<file path="src/rtl/change_dispenser.sv">
`default_nettype none
// ============================================================================
// Module   : change_dispenser
// Purpose  : Ejects owed change as timed 50c/25c/10c coin pulses, exposing the
//            running remainder; rejects amounts not payable with those coins.
//            Optional CHANGE_TALLY_EN adds per-denomination ejection tallies.
// Revision : 1.0 - initial release
// ============================================================================
module change_dispenser #(
    parameter int VAL_W     = 12,
    parameter int PULSE_CYC = 20000000,
    parameter int GAP_CYC   = 10000000
) (
    input  logic             clk,
    input  logic             rst,
    input  logic [VAL_W-1:0] change_in,
    input  logic             change_valid,
    output logic             change_ready,
    input  logic             abort,
    output logic             coin50,
    output logic             coin25,
    output logic             coin10,
    output logic             busy,
    output logic [VAL_W-1:0] remaining,
    output logic             done,
`ifdef CHANGE_TALLY_EN
    output logic [7:0]       tally50,
    output logic [7:0]       tally25,
    output logic [7:0]       tally10,
`endif
    output logic             err
);

    localparam int CNT_MAX = (PULSE_CYC > GAP_CYC) ? PULSE_CYC : GAP_CYC;
    localparam int CNT_W   = (CNT_MAX > 1) ? $clog2(CNT_MAX) : 1;

    typedef enum logic [2:0] {
        S_IDLE  = 3'd0,
        S_CHECK = 3'd1,
        S_PULSE = 3'd2,
        S_GAP   = 3'd3,
        S_DONE  = 3'd4
    } state_t;

    typedef enum logic [1:0] {
        COIN_NONE = 2'd0,
        COIN_50   = 2'd1,
        COIN_25   = 2'd2,
        COIN_10   = 2'd3
    } coin_t;

    state_t           state_q;
    coin_t            coin_sel_q;
    coin_t            coin_sel_d;
    logic [CNT_W-1:0] cnt_q;
    logic [VAL_W-1:0] remaining_q;
    logic [VAL_W-1:0] coin_amt;
    logic [VAL_W-1:0] rem_m50;
    logic [VAL_W-1:0] rem_m25;
    logic [VAL_W-1:0] rem_m10;
    logic             abort_q;
    logic             ready_q;
    logic             busy_q;
    logic             coin50_q;
    logic             coin25_q;
    logic             coin10_q;
    logic             done_q;
    logic             err_q;
    logic             pulse_end;

    function automatic logic payable(input logic [VAL_W-1:0] x);
        payable = (x == '0) ||
                  (((x % VAL_W'(5)) == '0) && (x != VAL_W'(5)) && (x != VAL_W'(15)));
    endfunction

    // Largest coin that leaves a payable remainder; a payable non-zero amount always has one.
    always_comb begin
        rem_m50    = remaining_q - VAL_W'(50);
        rem_m25    = remaining_q - VAL_W'(25);
        rem_m10    = remaining_q - VAL_W'(10);
        coin_sel_d = COIN_NONE;
        if ((remaining_q >= VAL_W'(50)) && payable(rem_m50))
            coin_sel_d = COIN_50;
        else if ((remaining_q >= VAL_W'(25)) && payable(rem_m25))
            coin_sel_d = COIN_25;
        else if ((remaining_q >= VAL_W'(10)) && payable(rem_m10))
            coin_sel_d = COIN_10;
    end

    always_comb begin
        coin_amt = '0;
        case (coin_sel_q)
            COIN_50: coin_amt = VAL_W'(50);
            COIN_25: coin_amt = VAL_W'(25);
            COIN_10: coin_amt = VAL_W'(10);
            default: coin_amt = '0;
        endcase
    end

    assign pulse_end = (state_q == S_PULSE) && (cnt_q == '0);

    always_ff @(posedge clk or negedge rst) begin
        if (!rst) begin
            state_q     <= S_IDLE;
            coin_sel_q  <= COIN_NONE;
            cnt_q       <= '0;
            remaining_q <= '0;
            abort_q     <= 1'b0;
            ready_q     <= 1'b1;
            busy_q      <= 1'b0;
            coin50_q    <= 1'b0;
            coin25_q    <= 1'b0;
            coin10_q    <= 1'b0;
            done_q      <= 1'b0;
            err_q       <= 1'b0;
        end else begin
            done_q <= 1'b0;
            err_q  <= 1'b0;
            case (state_q)
                S_IDLE: begin
                    if (change_valid && ready_q) begin
                        // err is decided here so it is visible during the CHECK cycle itself.
                        remaining_q <= change_in;
                        err_q       <= !payable(change_in);
                        abort_q     <= 1'b0;
                        ready_q     <= 1'b0;
                        busy_q      <= 1'b1;
                        state_q     <= S_CHECK;
                    end
                end
                S_CHECK: begin
                    abort_q <= 1'b0;
                    if (remaining_q == '0) begin
                        done_q  <= 1'b1;
                        busy_q  <= 1'b0;
                        state_q <= S_DONE;
                    end else if (!payable(remaining_q)) begin
                        remaining_q <= '0;
                        ready_q     <= 1'b1;
                        busy_q      <= 1'b0;
                        state_q     <= S_IDLE;
                    end else begin
                        coin_sel_q <= coin_sel_d;
                        coin50_q   <= (coin_sel_d == COIN_50);
                        coin25_q   <= (coin_sel_d == COIN_25);
                        coin10_q   <= (coin_sel_d == COIN_10);
                        cnt_q      <= CNT_W'(PULSE_CYC - 1);
                        state_q    <= S_PULSE;
                    end
                end
                S_PULSE: begin
                    if (abort)
                        abort_q <= 1'b1;
                    if (cnt_q == '0) begin
                        remaining_q <= remaining_q - coin_amt;
                        coin50_q    <= 1'b0;
                        coin25_q    <= 1'b0;
                        coin10_q    <= 1'b0;
                        cnt_q       <= CNT_W'(GAP_CYC - 1);
                        state_q     <= S_GAP;
                    end else begin
                        cnt_q <= cnt_q - 1'b1;
                    end
                end
                S_GAP: begin
                    if (cnt_q == '0) begin
                        if (abort_q || abort) begin
                            remaining_q <= '0;
                            ready_q     <= 1'b1;
                            busy_q      <= 1'b0;
                            state_q     <= S_IDLE;
                        end else begin
                            state_q <= S_CHECK;
                        end
                    end else begin
                        if (abort)
                            abort_q <= 1'b1;
                        cnt_q <= cnt_q - 1'b1;
                    end
                end
                S_DONE: begin
                    ready_q <= 1'b1;
                    state_q <= S_IDLE;
                end
                default: begin
                    ready_q <= 1'b1;
                    busy_q  <= 1'b0;
                    state_q <= S_IDLE;
                end
            endcase
        end
    end

`ifdef CHANGE_TALLY_EN
    logic [7:0] tally50_q;
    logic [7:0] tally25_q;
    logic [7:0] tally10_q;

    always_ff @(posedge clk or negedge rst) begin
        if (!rst) begin
            tally50_q <= '0;
            tally25_q <= '0;
            tally10_q <= '0;
        end else if (pulse_end) begin
            if ((coin_sel_q == COIN_50) && (tally50_q != 8'hFF))
                tally50_q <= tally50_q + 8'd1;
            if ((coin_sel_q == COIN_25) && (tally25_q != 8'hFF))
                tally25_q <= tally25_q + 8'd1;
            if ((coin_sel_q == COIN_10) && (tally10_q != 8'hFF))
                tally10_q <= tally10_q + 8'd1;
        end
    end

    assign tally50 = tally50_q;
    assign tally25 = tally25_q;
    assign tally10 = tally10_q;
`endif

    assign change_ready = ready_q;
    assign busy         = busy_q;
    assign coin50       = coin50_q;
    assign coin25       = coin25_q;
    assign coin10       = coin10_q;
    assign remaining    = remaining_q;
    assign done         = done_q;
    assign err          = err_q;

endmodule
`default_nettype wire

</file>
<file path="config.mk">
export PLATFORM = sky130hd
export DESIGN_NAME = change_dispenser
export DESIGN_NICKNAME = d
export VERILOG_FILES = /design/src/rtl/change_dispenser.sv
export SDC_FILE = /design/constraint.sdc
export NUM_CORES = 1
export LEC_CHECK = 0
export BUFFER_PORTS_ARGS = -buffer_cell sky130_fd_sc_hd__buf_2
export CORE_MARGIN = 5
export CORE_UTILIZATION = 55
export CTS_BUF_LIST = sky130_fd_sc_hd__clkbuf_8
export DETAILED_ROUTE_END_ITERATION = 7
export PLACE_DENSITY = 0.72
export SLEW_MARGIN = 20
export SYNTH_ARGS = -nofsm -noshare
export SYNTH_HDL_FRONTEND = slang
export SYNTH_SLANG_ARGS = --single-unit
</file>
<file path="constraint.sdc">
create_clock -name clk -period 10.6 [get_ports clk]
set_clock_uncertainty 0.05 [all_clocks]
set_input_delay 0.53 -clock clk [delete_from_list [all_inputs] [get_ports clk]]
set_output_delay 0.53 -clock clk [all_outputs]
set_load 0.02 [all_outputs]
</file>
Word-level counts from Yosys, hierarchy flattened
Index checks and enable logic that the tools add are counted.

word-level totals
  flip-flop bits (word level) = 50

operators by class
  add/subtract/negate cells = 5
  divide/modulo/power cells = 5
  magnitude comparators = 3
  equality and inequality tests = 29
  mux-type cells = 52
  bitwise logic cells = 3
  reduce and logical (&&, ||, !) cells = 45

operator list
  operator                                                count
  zero test 12 bit                                        10
  two-way mux 25 bit                                      4
  case mux 25 bit (3 select lines)                        1
  two-way mux 12 bit                                      6
  remainder unit 12 x 3 -> 12 bit, second input constant  5
  inequality test 12 x 3 -> 1 bit, second input constant  5
  inequality test 12 x 4 -> 1 bit, second input constant  5
  case mux 12 bit (4 select lines)                        1
  zero test 25 bit                                        1
  subtractor 25 x 1 -> 25 bit, second input constant      1
  two-way mux 1 bit                                       24
  case mux 6 bit (3 select lines)                         1
  logical AND 1 bit                                       14
  inequality test 2 bit, second input constant            7
  >= comparator 12 x 4 -> 1 bit, second input constant    1
  >= comparator 12 x 5 -> 1 bit, second input constant    1
  >= comparator 12 x 6 -> 1 bit, second input constant    1
  two-way mux 3 bit                                       4
  case mux 1 bit (4 select lines)                         3
  case mux 3 bit (4 select lines)                         1
  subtractor 12 bit                                       1
  subtractor 12 x 4 -> 12 bit, second input constant      1
  subtractor 12 x 5 -> 12 bit, second input constant      1
  subtractor 12 x 6 -> 12 bit, second input constant      1
  22 further kinds                                        42

Longest topological paths before layout
Gate-level depths: netlist (run 1).

  depth in word-level cells = 14
  gate-level depth with buffers = 42
  mapped depth without buffers = 37

Worst setup path before layout (run 1)
Ideal clock, no wire load.

  path kind = flip-flop to flip-flop
  start point = register remaining_q[1], in the netlist remaining[1]
  end point = register coin_sel_q[0]
  setup time = 0.124 ns
  arrival time = 9.601 ns
  required time = 10.426 ns
  setup slack = 0.825 ns
  stages on the path, launching flop included = 41
  buffers on the path = 3
  cell sequence = dfrtp_1 buf_4 clkbuf_1 inv_1 ha_1 and2b_4 o211ai_4 mux2i_2 a211oi_2 nor3_4 xor2_2 a31oi_2 and2_1 buf_6 xnor2_4 mux2i_2 o211a_1 o21ai_2 [... 5 more ...] ha_1 nor2_1 o21ai_0 o311ai_2 o41ai_2 nor2_2 ha_1 nor3_2 o2111ai_2 nor3_1 xnor2_1 ha_1 a21oi_1 a2111oi_0 a311o_1 a21oi_1 nor3_2 a211o_1

on the way
  word-level cells in the longest chain between the ends = 10
  elaborated cells between the ends (all ways) = 46
  classes of those cells = add/sub: 3; div: 4; order compare: 3; eq/ne: 8; mux: 3; bitwise: 1; reduce/logical: 24

RTL lines
  what                             RTL line  RTL
  start, declared                  56        logic [VAL_W-1:0] remaining_q;
  start signal, assigned           123       remaining_q <= change_in;
  start signal, assigned           155       remaining_q <= remaining_q - coin_amt;
  subtractor 12 x 4 -> 12 bit      80        rem_m10 = remaining_q - VAL_W'(10);
  remainder unit 12 x 3 -> 12 bit  73        (((x % VAL_W'(5)) == '0) && (x != VAL_W'(5)) && (x != VAL_W'(15)));
  zero test 12 bit                 73
  logical AND 1 bit (2 in a row)   73
  logical OR 1 bit                 72        payable = (x == '0) ||
  logical AND 1 bit                86        else if ((remaining_q >= VAL_W'(10)) && payable(rem_m10))
  two-way mux 2 bit                86
  two-way mux 2 bit                84        else if ((remaining_q >= VAL_W'(25)) && payable(rem_m25))
  two-way mux 2 bit                82        if ((remaining_q >= VAL_W'(50)) && payable(rem_m50))
  end signal, assigned             143       coin_sel_q <= coin_sel_d;
  end, declared                    53        coin_t coin_sel_q;

Parallel ways exist; a longest one is shown, timed or not.
A chain may end at the register's enable or synchronous reset.

Worst setup path after layout (run 1)
  start point = register remaining_q[1], in the netlist remaining[1]
  end point = register coin25_q, in the netlist coin25

on the way
  word-level cells in the longest chain between the ends = 14
  elaborated cells between the ends (all ways) = 51
  classes of those cells = add/sub: 3; div: 4; order compare: 3; eq/ne: 11; mux: 6; reduce/logical: 24

RTL lines
  what                             RTL line  RTL
  subtractor 12 x 4 -> 12 bit      80
  remainder unit 12 x 3 -> 12 bit  73
  zero test 12 bit                 73
  logical AND 1 bit (2 in a row)   73
  logical OR 1 bit                 72
  logical AND 1 bit                86
  two-way mux 2 bit                86
  two-way mux 2 bit                84
  two-way mux 2 bit                82
  == test 2 bit                    145       coin25_q <= (coin_sel_d == COIN_25);
  two-way mux 1 bit                137       end else if (!payable(remaining_q)) begin
  two-way mux 1 bit                133       if (remaining_q == '0) begin
  case mux 1 bit (2 select lines)  119       case (state_q)
  end signal, assigned             145
  end, declared                    65        logic coin25_q;

Parallel ways exist; a longest one is shown, timed or not. The select of a mux whose other input is x is not followed.

==> impl_metrics.toml, run 1 <==
[yosys]
async_reset_ff_frac = 1.00
synth_warnings = 0
post_synth_instance_area_sq_um = 12000
synth_nets = 1748
synth-edff-count = 0
ys_types = 132
syn_avg_cell_area_sq_um = 7.08
synth-main-ff-cell = "dfrtp_1"
syn_inst = 1693
ys_seq_elements = 50
ys_seq_area_frac = 0.105

[layout]
fin_area_sq_um = 12600
stdcell_count = 1963
multi_input_area_sq_um = 10300
insertedDiodeCount = 0
fillers = 2129
area_growth_pct = 5.20
regArea_sq_um = 1250
nets = 1738
layout-drive-gt1-share = 0.130
fin_util = 0.583

[place]
port_buffers = 34
dp.cells = 1956
hpwl_um = 28900
place_area_sq_um = 12400
place.gp.congestion = 0.993

[timing]
tightest_slew_ns = 0.974
period_minus_slack_ns = 9.94
maxSlewHeadroom = 0.340
final.period_utilization = 0.937
hold_viol = 0
clock.fmax_ghz = 0.101
slew_violations = 0
setup_tns_ns = 0
setup_viol = 0

[cts]
h-tree-depth = 2
cts_num_sinks = 50
ctsLongestPathBuffers = 2
root_buffer = "clkbuf_8"
hold_buffers = 0
tritoncts.num_buffers = 5
cts_tree = "done"
clk_pin_slew_ns = 0.10
insertion_delay_ns = 0.32

[detailed_routing]
wl_per_cell_um = 19.3
drc = 0
wl_um = 37800
drt.antenna.violating_nets = 0
viasPerCell = 6.92
drt_iter0_drc = 1170
vias = 13576
drtPass1Iterations = 5

[flow_run]
drv_cap = 0

[setup_path]
slowest_delay_ns = 0.52
crit_top_cell = "ha_1"
end_kind = "register"
worstSetupStartpointType = "register"
required_ns = 10.75
arrival_ns = 10.09
cp_slowest_cell = "o41a_4"
critPathKind = "register to register"
crit_path_max_fanout = 11

[status]
status = "finished, final reports clean"

[global_routing]
antenna_found_initial = 0
overflow = 0
grt_pass1_wl_um = 61900
track_usage = 0.294
grt_pass1_vias = 12373
grt_max_degree = 51

[die]
io_pins = 35
rows = 54
initial_core_util = 0.554
dieWidth_um = 158
dieArea_sq_um = 24800
die_y_um = 158
design.core.area_sq_um = 21600

[worst_hold_path]
hold_path.class = "input pin to asynchronous set/reset pin"
==> registers in the layout, summed over array words and instances (netlist names) <==
signal        flops
state_q           3
coin50            1
coin25            1
coin10            1
done              1
remaining        12
abort_q           1
change_ready      1
coin_sel_q        2
err               1
busy              1
cnt_q            25
==> stage by stage <==
stage	hold WS [ns]	setup slack, ns
floorplan	0.184	0.825
finish	0.270	0.663
CTS	0.289	0.348
global route	0.327	-0.0223
global placement	0.430	0.380
detailed placement	0.436	0.425
==> worst max-delay path: cells and delay by family, from the launching register on <==
kind / cells / cell delay (ns)
multiplexers: 3 / 0.93
AO/OA/AOI/OAI: 16 / 4.34
buffers and inverters: 1 / 0.14
flip-flops: 1 / 0.35
XOR/XNOR: 3 / 0.67
adder cells (fa/ha/maj): 4 / 1.16
AND/OR/NAND/NOR: 10 / 2.17
==> Yosys cell counts (26+ instances only) <==
cell	count	area share
nand2_1	160	0.050
nor2_1	146	0.046
a21oi_1	122	0.051
o21ai_0	100	0.042
nand3_1	78	0.033
nor3_1	67	0.028
xnor2_1	66	0.048
clkbuf_1	62	0.019
dfrtp_1	49	0.10
ha_1	38	0.040
inv_1	38	0.012
a31oi_1	32	0.017
nand2b_1	32	0.017
o211ai_1	27	0.017
nor4_1	26	0.014
==> what timing repair did <==
action,4_1_cts,5_1_grt
hold endpoints to repair,0,0
gates resized for setup,0,18
buffers inserted,0,0
setup endpoints to repair,0,5
==> cells in the final DEF, fill, tap and decap left out, types with 34 or more instances in the layout <==
master   count
nand2_1    160
inv_1       38
a21oi_1    122
buf_4       43
buf_2       34
o21ai_0    100
ha_1        38
nor2_1     146
xnor2_1     63
dfrtp_1     47
nor3_1      65
nand3_1     78
==> worst paths after layout <==
check / start / endpoint / slack (ns) / depth (start not counted)
hold reg to reg: cnt_q[0]$_DFFE_PN0P_ / cnt_q[0]$_DFFE_PN0P_ / 0.46 / 1
setup / recovery: remaining[1]$_DFFE_PN0P_ / coin25$_DFFE_PN0P_ / 0.66 / 37
max in group asynchronous: rst / remaining[8]$_DFFE_PN0P_ / 9.77 / 2
setup reg to reg: remaining[1]$_DFFE_PN0P_ / coin25$_DFFE_PN0P_ / 0.66 / 37
min in group clk: cnt_q[0]$_DFFE_PN0P_ / cnt_q[0]$_DFFE_PN0P_ / 0.46 / 1
hold / removal: rst / busy$_DFFE_PN0P_ / 0.27 / 2
==> cells by family after synthesis <==
kind of cell,count (synthesis),synth area share
compound gates,620,0.378
xor+xnor,99,0.0804
fa+ha+maj,39,0.0413
buf+inv,137,0.0494
flops,50,0.105
mux,40,0.0365
simple gates,708,0.310
==> routing by layer <==
layer,global-route usage,vias up,wire length (um)
li1,-,6493,-
met1,0.396,6380,16400
met2,0.496,598,17800
met3,0.0284,105,2580
met4,0.0934,0,1070
met5,0,-,0
==> cell type report <==
| type | instances | share of cell area |
|---|---|---|
| Clock buffer | 5 | 0.00546 |
| Clock inverter | 2 | 0.00119 |
| Inverter | 43 | 0.0128 |
| Multi-Input combinational cell | 1506 | 0.814 |
| Sequential cell | 50 | 0.0996 |
| Tap cell | 280 | 0.0278 |
| Timing Repair Buffer | 77 | 0.0391 |
Power of run 1 is not shown: default switching activity piles up to over one toggle a cycle in this logic, so the estimate is an artifact.
==> run 2, diff against run 1 <==
--- a/config.mk
+++ b/config.mk
@@ -6,6 +6,8 @@
 export NUM_CORES = 1
 export LEC_CHECK = 0
 export BUFFER_PORTS_ARGS = -buffer_cell sky130_fd_sc_hd__buf_2
+export CAP_MARGIN = 30
+export CORE_ASPECT_RATIO = 0.5
 export CORE_MARGIN = 5
 export CORE_UTILIZATION = 55
 export CTS_BUF_LIST = sky130_fd_sc_hd__clkbuf_8
==> run 2 against run 1 <==
  * Hold slack got worse by 0.013 ns
  * Via count rose by 1.7%
  * Non-clock buffer count rose by 13
  * Critical path type unchanged
  * Highest routed layer unchanged
  * Setup slack got worse by 0.24 ns
  * Largest cell class unchanged
  * Die area rose by 0.72%
  * Cell area rose by 1.7%
==> impl_metrics.toml, run 2 (synthesis results as in run 1) <==
[status]
status = "finished, final reports clean"

[setup_path]
arrival_ns = 10.36
worstSetupStartpointType = "register"
crit_path_max_fanout = 20
slowest_delay_ns = 0.57
end_kind = "register"
required_ns = 10.78
cp_slowest_cell = "or4_4"
critPathKind = "register to register"

[layout]
largest_register_ffs = 25
stdcell_count = 1997
layout_commonest_cell = "nand2_1"
layout_common_cells = "nand2_1 (159), nor2_1 (145), a21oi_1 (122)"
largest-register = "cnt_q"
nets = 1751
layout-drive-gt1-share = 0.143
area_growth_pct = 6.95
fin_util = 0.595
insertedDiodeCount = 0

[cts]
cts_num_sinks = 50
tritoncts.num_buffers = 5
ctsLongestPathBuffers = 2
hold_buffers = 0
clk_pin_slew_ns = 0.10
root_buffer = "clkbuf_8"
insertion_delay_ns = 0.31
h-tree-depth = 2
cts_tree = "done"

[detailed_routing]
drt_iter0_drc = 2133
wl_um = 40200
drt.antenna.violating_nets = 0
viasPerCell = 6.91
vias = 13804
wl_per_cell_um = 20.1
drtPass1Iterations = 6
drc = 0

[die]
initial_core_util = 0.556
io_pins = 35
rows = 38
design.core.area_sq_um = 21500
dieArea_sq_um = 25000
dieWidth_um = 219
die_y_um = 114

[global_routing]
grt_max_degree = 51
overflow = 0
grt_pass1_vias = 12456
antenna_found_initial = 0
grt_pass1_wl_um = 64800
track_usage = 0.307

[timing]
slew_violations = 0
setup_viol = 0
whs_ns = 0.257
tightest_slew_ns = 0.951
hold_viol = 0
final.period_utilization = 0.961
maxSlewHeadroom = 0.364
period_minus_slack_ns = 10.18
clock.fmax_ghz = 0.0982

[place]
dp.cells = 1984
place.gp.congestion = 1.04
port_buffers = 34
hpwl_um = 30700

[worst_hold_path]
hold_path.class = "input pin to asynchronous set/reset pin"

[flow_run]
drv_cap = 0
[run 2: metal layers]
metal / share of wire / vias to the layer above / global-route usage / routed length [um]
li1: - / 6509 / - / -
met1: 0.47 / 6507 / 0.472 / 18800
met5: 0 / - / 0 / 0
met2: 0.42 / 706 / 0.459 / 16800
met4: 0.020 / 0 / 0.0669 / 816
met3: 0.091 / 82 / 0.0365 / 3670
[run 2: worst paths after layout]
kind,startpoint,end,slack (ns),depth (start not counted)
hold reg to reg,coin25$_DFFE_PN0P_,coin25$_DFFE_PN0P_,0.45,2
setup / recovery,remaining[7]$_DFFE_PN0P_,coin_sel_q[1]$_DFFE_PN0P_,0.42,32
hold / removal,rst,cnt_q[9]$_DFFE_PN0P_,0.26,2
setup reg to reg,remaining[7]$_DFFE_PN0P_,coin_sel_q[1]$_DFFE_PN0P_,0.42,32
max in group asynchronous,rst,remaining[4]$_DFFE_PN0P_,9.76,2
min in group clk,coin25$_DFFE_PN0P_,coin25$_DFFE_PN0P_,0.45,2
[run 2: stage by stage]
| stage | cell area, sq um | TNS [ns] | worst slack (ns) |
|---|---|---|---|
| after floorplan | 12000 | 0 | 0.825 |
| after global placement | 12500 | 0 | 0.0697 |
| after detailed placement | 12500 | 0 | 0.0358 |
| after CTS | 12600 | 0 | 0.00532 |
| after global routing | 12800 | -0.00143 | -0.00143 |
| final | 12800 | 0 | 0.418 |
[run 2: worst max-delay path: cells and delay by family (launching register included)]
| family | cells | cell delay, ns |
|---|---|---|
| buffers and inverters | 2 | 0.47 |
| and+or+nand+nor | 10 | 3.00 |
| DFF | 1 | 0.54 |
| muxes | 1 | 0.37 |
| xor gates and xnor gates | 3 | 0.90 |
| adders and majority gates | 2 | 0.50 |
| AOI/OAI and AO/OA | 14 | 4.23 |
[run 2: cell type report]
cell class / count / area, sq um
Inverter: 43 / 165
Timing Repair Buffer: 90 / 586
Multi-Input combinational cell: 1506 / 10300
Sequential cell: 50 / 1250
Tap cell: 300 / 375
Clock buffer: 6 / 82.6
Fill cell: 2022 / 8720
Clock inverter: 2 / 16.3
[run 2: repair_timing]
action / CTS / global route
resized for setup: 0 / 34
setup buffers: 0 / 3
endpoints found under the hold margin: 0 / 0
endpoints found under the setup margin: 0 / 5
Power of run 2 is left out for the same reason.
==> run 3, diff against run 2 <==
--- a/config.mk
+++ b/config.mk
@@ -8,7 +8,7 @@
 export BUFFER_PORTS_ARGS = -buffer_cell sky130_fd_sc_hd__buf_2
 export CAP_MARGIN = 30
 export CORE_ASPECT_RATIO = 0.5
-export CORE_MARGIN = 5
+export CORE_MARGIN = 10
 export CORE_UTILIZATION = 55
 export CTS_BUF_LIST = sky130_fd_sc_hd__clkbuf_8
 export DETAILED_ROUTE_END_ITERATION = 7
==> constraint.sdc (replaced) <==
create_clock -name clk -period 9.5 [get_ports clk]
set_clock_uncertainty 0.05 [all_clocks]
set_input_delay 0.475 -clock clk [delete_from_list [all_inputs] [get_ports clk]]
set_output_delay 0.475 -clock clk [all_outputs]
set_load 0.02 [all_outputs]
==> run 3 against run 2 <==
  * Hold slack got worse by 0.048 ns
  * Cell area increased by 4.6%
  * Cell count increased by 2.8%
  * Largest cell class unchanged
==> impl_metrics.toml, run 3 (synthesis results as in run 1) <==
[status]
status = "finished, final reports clean"

[cts]
h-tree-depth = 2
cts_tree = "done"
clk_pin_slew_ns = 0.12
insertion_delay_ns = 0.32
tritoncts.num_buffers = 5
ctsLongestPathBuffers = 2
root_buffer = "clkbuf_8"
cts_num_sinks = 50

[detailed_routing]
viasPerCell = 6.97
drt_iter0_drc = 2028
drc = 0
drt.antenna.violating_nets = 0
wl_um = 42100
vias = 14315
drtPass1Iterations = 5
wl_per_cell_um = 20.5

[setup_path]
crit_top_cell = "buf_4"
crit_family = "compound AO/OA/AOI/OAI gates"
arrival_ns = 9.34
required_ns = 9.64
cp_slowest_cell = "or4_1"
crit_path_max_fanout = 13
r2r-end = "coin10$_DFFE_PN0P_"
worstSetupStartpointType = "register"
r2r_setup_slack_ns = 0.30
slowest_delay_ns = 0.56
cp_num_buf_inv = 4
rr_startpoint = "remaining[1]$_DFFE_PN0P_"
end_kind = "register"
ff2ff_path_depth = 36
critPathKind = "register to register"

[layout]
insertedDiodeCount = 0
stdcell_count = 2053
layout-drive-gt1-share = 0.181
largest_register_ffs = 25
largest-register = "cnt_q"
fin_area_sq_um = 13400
area_growth_pct = 11.9
nets = 1807
layout_common_cells = "nand2_1 (160), nor2_1 (141), a21oi_1 (120)"
layout_commonest_cell = "nand2_1"

[place]
pre_cts_ws_ns = -0.330
dp.cells = 2034
place.gp.congestion = 1.00
place_area_sq_um = 12900
port_buffers = 34
hpwl_um = 32300

[global_routing]
overflow = 0
grt_pass1_vias = 12618
antenna_found_initial = 0
grt_max_degree = 51
grt_pass1_wl_um = 66400
track_usage = 0.270

[flow_run]
drv_cap = 0

[timing]
tightest_slew_ns = 0.970
clock.fmax_ghz = 0.109
whs_ns = 0.209
period_minus_slack_ns = 9.20
rsz0062_at_grt = "yes"
slew_violations = 0
setup_slack_ns = 0.299
final.period_utilization = 0.969
maxSlewHeadroom = 0.351
hold_viol = 0
setup_viol = 0

[die]
io_pins = 35
dieArea_sq_um = 28400
rows = 38
design.core.area_sq_um = 21500
die_y_um = 124
initial_core_util = 0.556
dieWidth_um = 229

[worst_hold_path]
hold_path.class = "input pin to asynchronous set/reset pin"
-- run 3: layout make-up --
type                            instances  area [sq um]
Clock buffer                            5          68.8
Clock inverter                          3          28.8
Fill cell                            1980          8130
Inverter                               43           163
Multi-Input combinational cell       1506         10500
Sequential cell                        50          1250
Tap cell                              300           375
Timing Repair Buffer                  146          1010
-- run 3: worst max-delay path by stage --
stage                             startpoint                   endpoint  slack (ns)  cells after the start
floorplan           remaining[1]$_DFFE_PN0P_  coin_sel_q[0]$_DFFE_PN0P_         0.1                     40
global placement    remaining[7]$_DFFE_PN0P_  coin_sel_q[1]$_DFFE_PN0P_       -0.24                     30
global route        remaining[7]$_DFFE_PN0P_  coin_sel_q[1]$_DFFE_PN0P_       -0.11                     32
detailed placement  remaining[7]$_DFFE_PN0P_  coin_sel_q[1]$_DFFE_PN0P_       -0.33                     30
CTS                 remaining[2]$_DFFE_PN0P_         coin10$_DFFE_PN0P_        0.08                     39
finish              remaining[1]$_DFFE_PN0P_         coin10$_DFFE_PN0P_        0.30                     36
-- run 3: timing repair --
action,4_1_cts,5_1_grt
endpoints found under the setup margin,3,18
hold buffers,0,0
resized for setup,7,53
setup buffers,0,9
pin swaps,0,11
-- run 3: metrics by stage --
stage                     TNS (ns)   util
after floorplan                  0      -
after global placement      -0.653  0.598
after detailed placement    -0.845  0.599
after CTS                        0  0.605
after global routing        -0.283  0.623
final                            0  0.623
-- run 3: routing by layer --
layer,track usage,routed length [um],vias to the layer above
li1,-,-,6619
met1,0.397,19100,6821
met2,0.409,18300,808
met3,0.0389,4070,67
met4,0.0522,669,0
met5,0,0,-
-- run 3: worst reg2reg max path, delay by kind of cell, from the launching register on --
kind	cells	cell delay (ns)
flops	1	0.42
simple gates	11	2.25
mux	1	0.36
fa+ha+maj	2	0.51
buf+inv	4	0.83
xor+xnor	2	0.58
compound gates	16	4.10
Power of run 3 is left out for the same reason.
